`src/rtl/alu_bist_driver.sv`:
```
// alu_bist_driver: built-in self-test initiator for the 32-bit ALU.
// Two LFSRs drive operands A/B, a wrapping counter drives ALUOp, and the
// ALU response (C, eq) is folded into a 32-bit MISR signature that is
// compared against GOLDEN_SIG when the run completes.
// Optional feature: define ALU_BIST_HOLD_EN to add a 'hold' input that
// freezes the RUN state (no vector advance, no signature update).
module alu_bist_driver #(
  parameter int          NUM_VEC    = 16,
  parameter int          OP_MAX     = 7,
  parameter logic [31:0] SEED_A     = 32'h0000_0001,
  parameter logic [31:0] SEED_B     = 32'h8000_0000,
  parameter logic [31:0] POLY       = 32'h04C1_1DB7,
  parameter logic [31:0] GOLDEN_SIG = 32'h0000_0000
) (
  input  logic        clk,
  input  logic        reset,
  input  logic        start,
`ifdef ALU_BIST_HOLD_EN
  input  logic        hold,
`endif
  output logic [31:0] A,
  output logic [31:0] B,
  output logic [2:0]  ALUOp,
  input  logic [31:0] C,
  input  logic        eq,
  output logic        busy,
  output logic        done,
  output logic        pass,
  output logic [31:0] signature
);

  // Counter only needs to reach NUM_VEC-1; keep at least one bit for NUM_VEC=1.
  localparam int CNT_W = (NUM_VEC > 1) ? $clog2(NUM_VEC) : 1;
  localparam logic [CNT_W-1:0] CNT_LAST = CNT_W'(NUM_VEC - 1);
  localparam logic [2:0]       OP_LAST  = 3'(OP_MAX);

  // An all-zero LFSR state would lock up, so zero seeds become 1.
  localparam logic [31:0] SEED_A_EFF = (SEED_A == 32'h0) ? 32'h1 : SEED_A;
  localparam logic [31:0] SEED_B_EFF = (SEED_B == 32'h0) ? 32'h1 : SEED_B;

  typedef enum logic [1:0] {
    S_IDLE = 2'd0,
    S_LOAD = 2'd1,
    S_RUN  = 2'd2,
    S_DONE = 2'd3
  } state_t;

  state_t            state_q, state_d;
  logic [31:0]       a_q, a_d;
  logic [31:0]       b_q, b_d;
  logic [2:0]        op_q, op_d;
  logic [31:0]       sig_q, sig_d;
  logic [CNT_W-1:0]  cnt_q, cnt_d;
  logic              pass_q, pass_d;
  logic              hold_w;
  logic              advance;
  logic              last_vec;
  logic [31:0]       sig_step;

  // Shared Galois step used by both operand LFSRs and the MISR.
  function automatic logic [31:0] lfsr_step(input logic [31:0] x);
    return {x[30:0], 1'b0} ^ (x[31] ? POLY : 32'h0);
  endfunction

`ifdef ALU_BIST_HOLD_EN
  assign hold_w = hold;
`else
  assign hold_w = 1'b0;
`endif

  // A RUN cycle advances only when not held; hold has no effect elsewhere.
  assign advance  = (state_q == S_RUN) && !hold_w;
  assign last_vec = (cnt_q == CNT_LAST);
  assign sig_step = lfsr_step(sig_q) ^ C ^ {31'b0, eq};

  // State and datapath registers; synchronous active-low reset clears all.
  always_ff @(posedge clk) begin
    if (!reset) begin
      state_q <= S_IDLE;
      a_q     <= 32'h0;
      b_q     <= 32'h0;
      op_q    <= 3'd0;
      sig_q   <= 32'h0;
      cnt_q   <= '0;
      pass_q  <= 1'b0;
    end else begin
      state_q <= state_d;
      a_q     <= a_d;
      b_q     <= b_d;
      op_q    <= op_d;
      sig_q   <= sig_d;
      cnt_q   <= cnt_d;
      pass_q  <= pass_d;
    end
  end

  // Next-state logic: start is only honoured from IDLE or DONE.
  always_comb begin
    state_d = state_q;
    case (state_q)
      S_IDLE:  if (start) state_d = S_LOAD;
      S_LOAD:  state_d = S_RUN;
      S_RUN:   if (advance && last_vec) state_d = S_DONE;
      S_DONE:  if (start) state_d = S_LOAD;
      default: state_d = S_IDLE;
    endcase
  end

  // Datapath next values: seed in LOAD, step every advancing RUN cycle.
  always_comb begin
    a_d    = a_q;
    b_d    = b_q;
    op_d   = op_q;
    sig_d  = sig_q;
    cnt_d  = cnt_q;
    pass_d = pass_q;
    case (state_q)
      S_IDLE, S_DONE: begin
        // Accepting a new run drops the previous verdict immediately.
        if (start) begin
          pass_d = 1'b0;
          sig_d  = 32'h0;
        end
      end
      S_LOAD: begin
        a_d    = SEED_A_EFF;
        b_d    = SEED_B_EFF;
        op_d   = 3'd0;
        cnt_d  = '0;
        sig_d  = 32'h0;
        pass_d = 1'b0;
      end
      S_RUN: begin
        if (advance) begin
          sig_d = sig_step;
          a_d   = lfsr_step(a_q);
          b_d   = lfsr_step(b_q);
          op_d  = (op_q == OP_LAST) ? 3'd0 : op_q + 3'd1;
          cnt_d = cnt_q + CNT_W'(1);
          // Verdict is registered together with the final signature.
          if (last_vec) pass_d = (sig_step == GOLDEN_SIG);
        end
      end
      default: ;
    endcase
  end

  // Output decode from the registered state and datapath.
  always_comb begin
    busy      = (state_q == S_LOAD) || (state_q == S_RUN);
    done      = (state_q == S_DONE);
    pass      = pass_q;
    A         = a_q;
    B         = b_q;
    ALUOp     = op_q;
    signature = sig_q;
  end

endmodule
```
`config.mk`:
```
export PLATFORM = sky130hd
export DESIGN_NAME = alu_bist_driver
export DESIGN_NICKNAME = d
export VERILOG_FILES = /design/src/rtl/alu_bist_driver.sv
export SDC_FILE = /design/constraint.sdc
export NUM_CORES = 1
export LEC_CHECK = 0
export CAP_MARGIN = 20
export CORE_ASPECT_RATIO = 2
export CORE_MARGIN = 2
export CORE_UTILIZATION = 32
export DETAILED_ROUTE_END_ITERATION = 10
export HOLD_SLACK_MARGIN = 0.03
export PLACE_DENSITY = 0.57
export SYNTH_ARGS = -nofsm -noshare
export SYNTH_HDL_FRONTEND = slang
export SYNTH_SLANG_ARGS = --single-unit
```
`constraint.sdc`:
```
create_clock -name clk -period 1.55 [get_ports clk]
set_input_delay 0.155 -clock clk [delete_from_list [all_inputs] [get_ports clk]]
set_output_delay 0.155 -clock clk [all_outputs]
set_load 0.01 [all_outputs]
```
==> results.md <==
* 1st-iter DRT viols at 213
* GR Util met2 at 0.3312
* Core Area at 14,820 um2
* DRC at 0
* Clock Skews at 8.202 ps
* Vias/cell at 4.818
* Number of port buffers at 137
* Post-synth EDFFs at 0
* GRT Max-Usage Layer: met2
* RSZ-0062 raised after global routing: true
* Pint at 5.844 mW
* Syn Nets at between 500 and 600
* Total GRT Usage at 0.1765
* Congestion Overflow GR at 0
* CP arrival at ~1400 ps
* Max Cap Viol at 0
* CTS tree: done
* FF+latch count, synth at 106
* Switching pwr at roughly 3.7 mW
* Post-Synthesis Cells at 549
* Reg clk slew, reported paths at about 70 ps
* DIE AREA at 16,200 um2
* Antenna viol nets, final at 0
* Critical Path Start Type: register
* Final max-slew violation count at 0
* Count of cell types in the netlist at 33
* Post-CTS setup buffers at 0
* Dpl hpwl at 9975 um
* Fmax at 665.7 MHz
* Num rows at 63
* Status: completed
* Synthesized area at 4843 um2
* Vias in the first global route at around 4,300
* Clock buffer depth at 2
* Setup WS pre-CTS at -427.3 ps
* Crit path max fanout at 6
* CP Capture Type: output pin
* Cells after DPL at 887
* Post-synth top flop: dfxtp_1
* Seq/Total Area, Yosys at 0.4381
* Layout area overhead at 49.01%
* Share of layout cells above drive strength 1 at 0.1465
* WL/cell at approximately 16 um
* Vias at 4,360
* Tmin final at roughly 1500 ps
* Initial DRT Pass Iterations at 4
* GRT met1 Usage at 0.1877
* Io pins at 138
* Final nets at 747
* Slew @ Worst Pin at 583.7 ps
* Die Ht at 178.0 um
* Pin count of the biggest net entering global routing at between 100 and 150
* Final setup fails at 0
* N_diodes at 0
* RD Place Congestion at 0.8311
* Skew-Pair Late Insertion Delay at 340 ps
* VDD IR max at ~730 uV
* Final WS setup at 47.88 ps
* Final Hold Fails at 0
* Slew headroom at 0.6080
* Final period utilization at 0.9691
* Ys async rst share at 0
* Pwr dens at 1316 nW/um2
* Clock Sinks at 106
* H-tree lvl count at 3
* Non-filler cells, final at 905
* First-pass GRT wire length at 22,700 um
* Routed WL at 14,540 um
* Met3 usage at 0.03126
* Clock power frac at 0.239
* Worst min path class: primary input to register
* Comb pwr share at 0.433
* Sw Share at 0.3845
* Seq pwr share at 0.328
* Syn. warnings at 0
* Initial antenna violation count at 0
* Hold-fix buffers at CTS at 0
* Root Driver: clkbuf_16
* Mean Syn Cell Area at just under 9 um2
* Die Wd at 91.00 um
* Required @ worst endpoint at 1390 ps
* Initial Utilization at 0.3268
* Num CTS Buffers at 9
* Crit path kind: register to output pin
* P_leak at approximately 2.7 nW
-- logic make-up after synthesis --
family          after synthesis  share of synthesized area
simple gates                206                     0.2224
compound gates              113                     0.1542
flops                       106                     0.4381
xor+xnor                     72                     0.1302
buf+inv                      46                    0.03953
fa+ha+maj                     6                    0.01550
-- cells in the final DEF (no fill, tap or decap), types with 3 or more instances in the layout --
master,n
nor4_2,4
o21ai_0,3
ha_1,5
and2_1,39
buf_6,3
o21ai_1,39
nand4_1,3
a22oi_1,48
clkbuf_8,3
a22oi_2,13
nor2b_1,62
xnor2_1,26
dfxtp_2,4
dfxtp_1,101
clkdlybuf4s50_1,128
buf_4,41
xor2_1,44
nor2_4,3
nor2_1,4
nand2_1,81
o22ai_2,3
clkbuf_16,11
dlygate4sd2_1,5
-- registers in the layout (all words and copies together) (netlist names) --
| name | count |
|---|---|
| B | 32 |
| state_q | 2 |
| cnt_q | 4 |
| pass | 1 |
| A | 32 |
| signature | 32 |
| ALUOp | 3 |
-- critical path, cell delays in order (launching register included) --
cell and delay [ps]:
dfxtp_2 330, inv_1 60, ha_4 240, inv_2 130, clkdlybuf4s15_2 260
-- power by group through the flow --
stage | registers, mW | logic [mW] | clock network, mW
floorplan | 3.20 | 2.23 | 0
global placement | 3.15 | 3.64 | 0
detailed placement | 3.17 | 3.67 | 0
CTS | 3.11 | 3.69 | 2.35
global route | 3.14 | 4.50 | 2.46
finish | 3.11 | 4.11 | 2.27
-- area by class of cell --
class	instances	area [um2]
clock inverters	4	32.53
multi-input cells	397	2688
clock buffers	12	266.5
well taps	195	244.0
flip-flops and latches	106	2131
inverters	4	15.01
fillers	1503	7602
repair buffers	187	1841
-- cell usage after synthesis, types with 2 or more instances --
library cell  number  area [um2]
a21oi_1            2       10.01
inv_1              2       7.510
and2_1            39       244.0
xor2_1            44       385.4
clkbuf_1          30       112.6
xnor2_1           28       245.2
o21ai_0            3       15.01
buf_1              2       7.510
a21boi_1           2       15.01
nor2b_1           62       387.9
inv_2              2       7.510
nand4_1            3       18.77
buf_2              9       45.04
o22ai_1            3       18.77
a22oi_1           61       457.9
ha_1               6       75.07
o21ai_1           39       195.2
nand2_1           81       304.0
nor4_1             5       31.28
nor2_1             7       26.28
dfxtp_1          106        2122
or4b_1             2       20.02
-- metrics by stage --
step / total power, mW / instance area (um2) / utilization / setup TNS, ps / hold slack [ps]
final: 9.495 / 7217 / 0.4870 / 0 / 354.7
after global routing: 10.09 / 7217 / 0.4870 / -47.44 / 377.0
after CTS: 9.148 / 7025 / 0.4741 / 0 / 372.0
after detailed placement: 6.832 / 6700 / 0.4521 / -531.0 / 467.6
after global placement: 6.787 / 6700 / 0.4521 / -487.1 / 462.4
after floorplan: 5.434 / 4880 / - / 0 / 441.5
-- final timing paths --
path / from / end / slack (ps) / cells past startpoint
worst max-delay path: state_q[0]$_SDFFE_PN0P_ / busy / 50 / 4
worst min register to register: cnt_q[3]$_SDFFE_PN0P_ / cnt_q[3]$_SDFFE_PN0P_ / 470 / 2
worst min-delay path: reset / state_q[0]$_SDFFE_PN0P_ / 350 / 3
worst max register to register: signature[31]$_SDFFE_PN0P_ / pass$_SDFFE_PN0P_ / 70 / 5
-- metal layers --
metal / part of all wire / routed length [um]
met2: 0.55 / 7970
met1: 0.37 / 5370
met5: 0 / 0
met4: 0.039 / 562
met3: 0.044 / 633
-- what timing repair did --
item,4_1_cts,5_1_grt
pin swaps,1,3
endpoints found under the setup margin,8,64
resized for setup,16,30
gates cloned,0,2
No activity file was read; power rests on OpenSTA's default activity.
